### src/rtl/mem_ctrl_arb_pkg.sv
// Shared types and size helpers for the memory-controller arbiter.
package mem_ctrl_arb_pkg;

  typedef enum logic [1:0] {
    OP_IDLE  = 2'b00,
    OP_READ  = 2'b01,
    OP_RSVD  = 2'b10,
    OP_WRITE = 2'b11
  } op_e;

  typedef enum logic [2:0] {
    ST_STARTUP,
    ST_READY,
    ST_RD_HOST,
    ST_RD_DRAIN,
    ST_WR_FILL,
    ST_WR_BUBBLE,
    ST_WR_HOST
  } state_e;

  // Number of CPU words per host cache line.
  function automatic int unsigned fill_count(input int unsigned cl_width,
                                             input int unsigned word_size);
    return cl_width / word_size;
  endfunction

  // Counter width able to index every word of a line (at least one bit).
  function automatic int unsigned fill_bits(input int unsigned count);
    return (count > 1) ? $clog2(count) : 1;
  endfunction

endpackage

### src/rtl/mem_ctrl_arb_rr_arbiter.sv
// Round-robin arbiter: one-hot grant, priority moves past the last winner on advance.
module rr_arbiter #(
  parameter int unsigned NUM_CH = 2
) (
  input  logic              clk,
  input  logic              rst_n,
  input  logic [NUM_CH-1:0] req,
  input  logic              advance,
  output logic [NUM_CH-1:0] grant_c
);

  localparam int unsigned PTR_BITS = (NUM_CH > 1) ? $clog2(NUM_CH) : 1;

  logic [PTR_BITS-1:0] ptr;
  logic [PTR_BITS-1:0] win;
  logic [PTR_BITS-1:0] idx;
  logic                found;
  int unsigned         sum;

  // Scan channels starting at the pointer; first requester wins.
  always_comb begin
    grant_c = '0;
    win     = '0;
    found   = 1'b0;
    idx     = '0;
    sum     = 0;
    for (int unsigned i = 0; i < NUM_CH; i++) begin
      sum = 32'(ptr) + i;
      if (sum >= NUM_CH) sum = sum - NUM_CH;
      idx = PTR_BITS'(sum);
      if (!found && req[idx]) begin
        found        = 1'b1;
        grant_c[idx] = 1'b1;
        win          = idx;
      end
    end
  end

  always_ff @(posedge clk or negedge rst_n) begin
    if (!rst_n) begin
      ptr <= '0;
    end else if (advance && found) begin
      ptr <= (win == PTR_BITS'(NUM_CH - 1)) ? '0 : win + PTR_BITS'(1);
    end
  end

endmodule

### src/rtl/mem_ctrl_arb.sv
// Multi-channel word-to-cache-line bridge in front of a host memory link.
// Optional host-wait timeout enabled by defining MEM_CTRL_ARB_TIMEOUT_EN.
module mem_ctrl_arb
  import mem_ctrl_arb_pkg::*;
#(
  parameter int unsigned WORD_SIZE      = 32,
  parameter int unsigned CL_SIZE_WIDTH  = 512,
  parameter int unsigned ADDR_BITCOUNT  = 64,
  parameter int unsigned NUM_CH         = 2,
  parameter int unsigned TIMEOUT_CYCLES = 1024
) (
  input  logic                          clk,
  input  logic                          rst_n,
  input  logic                          host_init,
  input  logic                          host_rd_ready,
  input  logic                          host_wr_ready,
  input  logic [ADDR_BITCOUNT-1:0]      address_offset,
  input  logic [CL_SIZE_WIDTH-1:0]      host_data_bus_read_in,
  output logic [CL_SIZE_WIDTH-1:0]      host_data_bus_write_out,
  output logic [ADDR_BITCOUNT-1:0]      corrected_address,
  output logic                          host_rgo,
  output logic                          host_wgo,
  output logic                          host_re,
  output logic                          host_we,
  input  logic [2*NUM_CH-1:0]           req_op,
  input  logic [ADDR_BITCOUNT*NUM_CH-1:0] req_addr,
  input  logic [WORD_SIZE*NUM_CH-1:0]   wr_data,
  output logic [WORD_SIZE-1:0]          rd_data,
  output logic [NUM_CH-1:0]             grant,
  output logic                          ready,
  output logic                          rd_valid,
  output logic                          tx_done,
  output logic                          err
);

  localparam int unsigned FILL_COUNT = fill_count(CL_SIZE_WIDTH, WORD_SIZE);
  localparam int unsigned FILL_BITS  = fill_bits(FILL_COUNT);

  if (NUM_CH < 1 || NUM_CH > 8 || WORD_SIZE == 0 || (CL_SIZE_WIDTH % WORD_SIZE) != 0 ||
      TIMEOUT_CYCLES == 0) begin : g_bad_params
    $error("mem_ctrl_arb: illegal parameter set");
  end

  state_e                   state, state_d;
  logic [FILL_BITS-1:0]     cnt;
  logic [CL_SIZE_WIDTH-1:0] line;
  logic [NUM_CH-1:0]        grant_q;
  logic [NUM_CH-1:0]        req_vec_c;
  logic [NUM_CH-1:0]        arb_grant_c;
  logic [ADDR_BITCOUNT-1:0] sel_addr_c;
  logic                     sel_write_c;
  logic [WORD_SIZE-1:0]     wr_word_c;
  logic [WORD_SIZE-1:0]     line_words [FILL_COUNT];
  logic                     advance_c, cap_line_c, shift_line_c, cnt_inc_c, cnt_last_c;
  logic                     timeout_c;

  // Per-channel request decode plus muxes for the arbitration winner and current owner.
  always_comb begin
    req_vec_c   = '0;
    sel_addr_c  = '0;
    sel_write_c = 1'b0;
    wr_word_c   = '0;
    for (int unsigned i = 0; i < NUM_CH; i++) begin
      req_vec_c[i] = (req_op[2*i +: 2] == OP_READ) || (req_op[2*i +: 2] == OP_WRITE);
      if (arb_grant_c[i]) begin
        sel_addr_c  = sel_addr_c | req_addr[i*ADDR_BITCOUNT +: ADDR_BITCOUNT];
        sel_write_c = sel_write_c | (req_op[2*i +: 2] == OP_WRITE);
      end
      if (grant_q[i]) wr_word_c = wr_word_c | wr_data[i*WORD_SIZE +: WORD_SIZE];
    end
  end

  always_comb begin
    for (int unsigned i = 0; i < FILL_COUNT; i++) begin
      line_words[i] = line[i*WORD_SIZE +: WORD_SIZE];
    end
  end

  rr_arbiter #(.NUM_CH(NUM_CH)) u_arb (
    .clk     (clk),
    .rst_n   (rst_n),
    .req     (req_vec_c),
    .advance (advance_c),
    .grant_c (arb_grant_c)
  );

  assign cnt_last_c = (cnt == FILL_BITS'(FILL_COUNT - 1));

`ifdef MEM_CTRL_ARB_TIMEOUT_EN
  localparam int unsigned TO_BITS = $clog2(TIMEOUT_CYCLES + 1);
  logic [TO_BITS-1:0] tcnt;
  logic               host_wait_c;

  assign host_wait_c = (state == ST_RD_HOST) || (state == ST_WR_HOST);
  assign timeout_c   = host_wait_c && (tcnt == TO_BITS'(TIMEOUT_CYCLES - 1));

  // Counts consecutive cycles spent waiting on the host; restarts on every state change.
  always_ff @(posedge clk or negedge rst_n) begin
    if (!rst_n) begin
      tcnt <= '0;
    end else if (host_wait_c && state_d == state) begin
      tcnt <= tcnt + TO_BITS'(1);
    end else begin
      tcnt <= '0;
    end
  end
`else
  assign timeout_c = 1'b0;
`endif

  always_ff @(posedge clk or negedge rst_n) begin
    if (!rst_n) state <= ST_STARTUP;
    else        state <= state_d;
  end

  // Next-state and strobe decode.
  always_comb begin
    state_d      = state;
    host_rgo     = 1'b0;
    host_wgo     = 1'b0;
    host_re      = 1'b0;
    host_we      = 1'b0;
    rd_valid     = 1'b0;
    rd_data      = '0;
    tx_done      = 1'b0;
    err          = 1'b0;
    advance_c    = 1'b0;
    cap_line_c   = 1'b0;
    shift_line_c = 1'b0;
    cnt_inc_c    = 1'b0;
    unique case (state)
      ST_STARTUP: begin
        if (host_init) state_d = ST_READY;
      end
      ST_READY: begin
        if (|req_vec_c) begin
          advance_c = 1'b1;
          state_d   = sel_write_c ? ST_WR_FILL : ST_RD_HOST;
        end
      end
      ST_RD_HOST: begin
        host_rgo = 1'b1;
        if (host_rd_ready) begin
          host_re    = 1'b1;
          cap_line_c = 1'b1;
          state_d    = ST_RD_DRAIN;
        end else if (timeout_c) begin
          err     = 1'b1;
          tx_done = 1'b1;
          state_d = ST_READY;
        end
      end
      ST_RD_DRAIN: begin
        rd_valid  = 1'b1;
        rd_data   = line_words[cnt];
        cnt_inc_c = 1'b1;
        if (cnt_last_c) begin
          tx_done = 1'b1;
          state_d = ST_READY;
        end
      end
      ST_WR_FILL: begin
        shift_line_c = 1'b1;
        cnt_inc_c    = 1'b1;
        if (cnt_last_c) state_d = ST_WR_BUBBLE;
      end
      ST_WR_BUBBLE: begin
        host_wgo = 1'b1;
        state_d  = ST_WR_HOST;
      end
      ST_WR_HOST: begin
        host_wgo = 1'b1;
        if (host_wr_ready) begin
          host_we = 1'b1;
          tx_done = 1'b1;
          state_d = ST_READY;
        end else if (timeout_c) begin
          err     = 1'b1;
          tx_done = 1'b1;
          state_d = ST_READY;
        end
      end
      default: state_d = ST_STARTUP;
    endcase
  end

  // Owner, address, word counter and line buffer.
  always_ff @(posedge clk or negedge rst_n) begin
    if (!rst_n) begin
      grant_q           <= '0;
      corrected_address <= '0;
      cnt               <= '0;
      line              <= '0;
    end else begin
      if (advance_c) begin
        grant_q           <= arb_grant_c;
        corrected_address <= sel_addr_c + address_offset;
      end
      if (cnt_inc_c) cnt <= cnt_last_c ? '0 : cnt + FILL_BITS'(1);
      if (cap_line_c) begin
        line <= host_data_bus_read_in;
      end else if (shift_line_c) begin
        // New word enters at the top so the first word ends up least significant.
        line <= CL_SIZE_WIDTH'({wr_word_c, line} >> WORD_SIZE);
      end
    end
  end

  assign host_data_bus_write_out = line;
  assign ready = (state != ST_STARTUP);
  assign grant = (state == ST_STARTUP || state == ST_READY) ? '0 : grant_q;

endmodule

### config.mk
export PLATFORM = sky130hd
export DESIGN_NAME = mem_ctrl_arb
export DESIGN_NICKNAME = d
export VERILOG_FILES = /design/src/rtl/mem_ctrl_arb_pkg.sv /design/src/rtl/mem_ctrl_arb_rr_arbiter.sv /design/src/rtl/mem_ctrl_arb.sv
export SDC_FILE = /design/constraint.sdc
export NUM_CORES = 2
export LEC_CHECK = 0
export CORE_AREA = 5 5 535 537
export CTS_CLUSTER_SIZE = 30
export DETAILED_ROUTE_END_ITERATION = 8
export DIE_AREA = 0 0 540 542
export PLACE_DENSITY = 0.33
export SLEW_MARGIN = 20
export SYNTH_ARGS = -nofsm -noshare
export SYNTH_HDL_FRONTEND = slang
export SYNTH_SLANG_ARGS = --single-unit
### constraint.sdc
create_clock -name clk -period 3.6 [get_ports clk]
set_clock_uncertainty 0.1 [all_clocks]
set_input_delay 0.72 -clock clk [delete_from_list [all_inputs] [get_ports clk]]
set_output_delay 0.72 -clock clk [all_outputs]
set_load 0.05 [all_outputs]
==> impl_metrics.xml <==
<?xml version="1.0" encoding="UTF-8"?>
<metrics>
  <group name="final_layout">
    <metric name="post_route_cells_drive_above_1_share" unit="%">19.5</metric>
    <metric name="synthToLayoutAreaGrowth" unit="%">80.9</metric>
    <metric name="finalNetCount" unit="">6620</metric>
    <metric name="fill_cells" unit="">30900</metric>
    <metric name="layout.cell_area.non_filler" unit="sq um">62100</metric>
  </group>
  <group name="timing">
    <metric name="report.final.setup_viol" unit="">48</metric>
    <metric name="final-max-slew-violation-count" unit="">0</metric>
    <metric name="unrepaired_setup_endpoints_after_global_routing" unit="">yes</metric>
    <metric name="setup-tns-final" unit="ns">-12.86</metric>
    <metric name="period_minus_slack" unit="ns">4.03</metric>
    <metric name="timing_worst_slew_pin_value" unit="ns">0.992</metric>
    <metric name="slew_headroom" unit="%">33.9</metric>
    <metric name="max_clock_freq" unit="GHz">0.248</metric>
    <metric name="postLayoutSetupSlackWorst" unit="ns">-0.435</metric>
    <metric name="min_period_over_period" unit="%">112</metric>
    <metric name="hold_viol" unit="">0</metric>
  </group>
  <group name="place">
    <metric name="dpl_cell_area" unit="sq um">57400</metric>
    <metric name="gp_congestion" unit="">0.893</metric>
    <metric name="io_buffer_count" unit="">1393</metric>
    <metric name="post-dp-hpwl" unit="mm">277</metric>
    <metric name="place_ws" unit="ns">-1.21</metric>
  </group>
  <group name="floorplanning">
    <metric name="floorplan.initialDensity" unit="%">12.2</metric>
    <metric name="placeableCoreArea" unit="sq um">281000</metric>
    <metric name="design.die.area" unit="sq um">293000</metric>
    <metric name="rows" unit="">195</metric>
    <metric name="top_level_ports" unit="">1395</metric>
    <metric name="dieWidth" unit="microns">540</metric>
    <metric name="die_h" unit="microns">542</metric>
  </group>
  <group name="logic_synthesis">
    <metric name="yosysSeqAreaShare" unit="%">42.7</metric>
    <metric name="syn_area_per_cell" unit="sq um">8.61</metric>
    <metric name="yosys_register_bits" unit="">586</metric>
    <metric name="yosys.area.top_type" unit="">dfrtp_1</metric>
    <metric name="dominantRegCellSynth" unit="">dfrtp_1</metric>
    <metric name="syn_nets" unit="">4827</metric>
    <metric name="async_flop_share" unit="%">100</metric>
    <metric name="post_synth_num_cell_types" unit="">69</metric>
    <metric name="netlist_top_cells_area" unit="">dfrtp_1 (43%), nand2_1 (12%), mux4_2 (11%)</metric>
    <metric name="synth_cells" unit="">3983</metric>
    <metric name="synthesis.area" unit="sq um">34300</metric>
    <metric name="synth.yosys.warnings" unit="">0</metric>
    <metric name="synth-edff-count" unit="">0</metric>
    <metric name="synth_top_area_share" unit="%">42.7</metric>
  </group>
  <group name="worst_hold_path">
    <metric name="hold_end" unit="">corrected_address[52]</metric>
    <metric name="hold_start" unit="">corrected_address[52]</metric>
    <metric name="timing.hold.worst.class" unit="">reg -&gt; reg</metric>
    <metric name="timing.hold.worst_path_depth" unit="">2</metric>
  </group>
  <group name="critical_path">
    <metric name="critPathSlowestCell" unit="">mux4_2</metric>
    <metric name="cp_num_buf_inv" unit="">3</metric>
    <metric name="reg2regPathDepth" unit="">17</metric>
    <metric name="setup.worst_path.start_class" unit="">flop</metric>
    <metric name="reg2reg_slack" unit="ns">-0.10</metric>
    <metric name="critical-path-top-delay-family" unit="">multiplexers</metric>
    <metric name="timing.critical_path.to_type" unit="">primary output</metric>
    <metric name="critical_path_class" unit="">reg -&gt; out</metric>
    <metric name="critical_path.max_fanout" unit="">8</metric>
    <metric name="cp_data_required_time" unit="ns">2.78</metric>
    <metric name="critical_path.cell_chain" unit="">buf_12 &gt; buf_16 &gt; mux4_2 &gt; mux4_2 &gt; nor2b_4 &gt; buf_12</metric>
    <metric name="max_stage_delay" unit="ns">0.72</metric>
    <metric name="critical_path_depth" unit="">6</metric>
    <metric name="timing.rr.end" unit="">corrected_address[59]</metric>
    <metric name="cp.arrival" unit="ns">3.21</metric>
  </group>
  <group name="cts">
    <metric name="clk_pin_slew_worst_setup_hold_paths" unit="ns">0.06</metric>
    <metric name="clk_path_buf_depth" unit="">3</metric>
    <metric name="clk-insertion-delay-late" unit="ns">0.73</metric>
    <metric name="tritoncts" unit="">done</metric>
    <metric name="ctsHtreeMaxLevel" unit="">3</metric>
    <metric name="cts_buffers" unit="">88</metric>
    <metric name="cts.root.buffer_cell" unit="">clkbuf_16</metric>
    <metric name="clkSinkCount" unit="">586</metric>
  </group>
  <group name="route">
    <metric name="routed_wirelength" unit="mm">329</metric>
    <metric name="post-route-drc-count" unit="">0</metric>
    <metric name="vias_per_cell" unit="">4.14</metric>
    <metric name="via_count" unit="">39900</metric>
    <metric name="drtPass1Iterations" unit="">8</metric>
    <metric name="drtAntennaViolNets" unit="">0</metric>
    <metric name="route.detailed.wl_per_inst" unit="microns">34.0</metric>
    <metric name="starting_drc_count_in_detailed_routing" unit="">2968</metric>
  </group>
  <group name="global_route">
    <metric name="grt_pass1_vias" unit="">41000</metric>
    <metric name="grt_first_pass_wirelength" unit="mm">421</metric>
    <metric name="grt_start_max_net_pins" unit="">100</metric>
    <metric name="grt_use_total" unit="%">21.5</metric>
    <metric name="grt_antenna_before_repair" unit="">125</metric>
    <metric name="grt.overflow.total" unit="">0</metric>
  </group>
  <group name="power_and_ir_drop">
    <metric name="power" unit="uW">67400</metric>
    <metric name="power_leakage" unit="uW">0.0250</metric>
    <metric name="powerDensity" unit="nW/um^2">1090</metric>
    <metric name="worst_ir_drop_vdd" unit="V">0.000441</metric>
  </group>
  <group name="run">
    <metric name="timing.max_cap.violations" unit="">0</metric>
  </group>
  <group name="status">
    <metric name="failed_checks" unit="">setup timing</metric>
    <metric name="outcome" unit="">finished with violations</metric>
  </group>
</metrics>
stage by stage:
step                hold slack (ns)  utilization, %  std cells
global placement              0.362            20.4       9379
global route                  0.367            22.1       9627
detailed placement            0.361            20.4       9379
CTS                           0.320            21.8       9572
floorplan                     0.324               -       3983
finish                        0.367            22.1       9656
area by class of cell:
cell class / count / area [sq um] / area share, %
repair buffers: 2040 / 20200 / 32.6
multi-input cells: 3040 / 19200 / 30.9
flip-flops and latches: 586 / 14700 / 23.7
well taps: 3743 / 4680 / 7.55
clock buffers: 132 / 2560 / 4.12
clock inverters: 28 / 495 / 0.798
diodes: 67 / 168 / 0.270
inverters: 20 / 82.6 / 0.133
kinds of logic after synthesis:
| kind of cell | synth area share (%) |
|---|---|
| buffers and inverters | 3.94 |
| DFF | 42.7 |
| xor gates and xnor gates | 1.30 |
| muxes | 10.7 |
| other | 0.0109 |
| adders and majority gates | 2.47 |
| and+or+nand+nor | 20.8 |
| AOI/OAI and AO/OA | 18.0 |
report_power, final:
part           leakage (uW)  total, uW  switching [uW]  internal, uW
Clock               0.00146       9430            3970          5460
Combinational        0.0172      44000           28600         15400
Sequential          0.00634      13900            4410          9510
Total                0.0250      67400           37000         30400
per-layer routing:
layer	track usage [%]	wire [microns]	up-vias
met5	0	417	-
met4	8.85	15700	66
met3	6.25	24000	417
met2	39.8	171000	1652
met1	22.7	117000	20000
li1	-	-	17800
worst max-delay path by stage:
stage / start / endpoint / slack [ns]
after floorplan: req_op[0] / corrected_address[51] / -0.07
after global placement: req_op[0] / corrected_address[55] / -1.18
after detailed placement: req_op[0] / corrected_address[62] / -1.21
after CTS: cnt[0] / rd_data[16] / -0.61
after global routing: cnt[0] / rd_data[11] / -0.57
final: cnt[0] / rd_data[13] / -0.43
Yosys cell counts, types with 3 or more instances:
library cell and number:
and2_1 4, ha_1 66, a21o_1 27, xor2_1 25, a221o_1 33, and3_1 4
o21bai_1 7, or4_1 5, nand2_1 1120, o211ai_1 8, a21oi_2 4, buf_1 47
nor2_1 552, mux4_2 160, a31oi_1 488, a22o_1 63, nor2b_1 37, a21oi_1 84
nand3_1 16, buf_2 6, o31ai_1 8, o21ai_1 10, inv_1 20, a211oi_1 8
clkbuf_1 283, xnor2_1 26, o22ai_1 3, o221ai_1 4, nor3_1 18, nand2b_1 9
a22oi_1 15, o21a_1 13, or2_2 4, or3_1 4, nand4_1 32, a211oi_2 3
a21boi_0 7, o21ai_0 134, dfrtp_1 586, mux2i_1 4
flip-flops by register name, indices dropped and copies added, names as in the netlist, named ones only:
signal	cells
grant_q	2
state	3
cnt	4
host_data_bus_write_out	512
corrected_address	64
worst reg2reg max path: stages, from the launching register on:
cell      delay, ns
dfrtp_1        0.41
inv_2          0.06
a21boi_4       0.20
buf_12         0.18
buf_6          0.20
buf_4          0.17
a22o_1         0.13
ha_1           0.24
a21o_1         0.19
a21o_1         0.17
a21o_1         0.18
or3b_2         0.50
o21ai_4        0.12
nor3_4         0.10
buf_6          0.13
o21a_1         0.17
o21a_1         0.18
o31ai_2        0.17
cells in the final DEF (no fill, tap or decap), types with 19 or more instances in the layout:
cell             synthesis  final
clkbuf_16                0     91
clkdlybuf4s50_1          0   1339
nand4_1                 32     32
buf_4                    1    559
a21o_1                  27     26
o21ai_0                134    103
a21oi_1                 84     69
diode_2                  0     67
clkbuf_1               283     25
nor2_1                 552    549
buf_12                   0     95
clkbuf_8                 0     19
dfrtp_1                586    580
nand2_1               1120   1112
ha_1                    66     42
xnor2_1                 26     22
a31oi_1                488    487
nor2b_1                 37     24
a221o_1                 33     33
mux4_2                 160    160
buf_6                    0     27
xor2_1                  25     24
a22o_1                  63     55
o21ai_1                 10     30
repair_timing:
item,in CTS,in global routing
pin swaps,30,28
gates resized for setup,95,91
buffers inserted,28,16
hold buffers,1,0
endpoints found under the setup margin,69,67
hold endpoints to repair,26,0
gates cloned,6,4
Power figures use the tool's default switching activity.
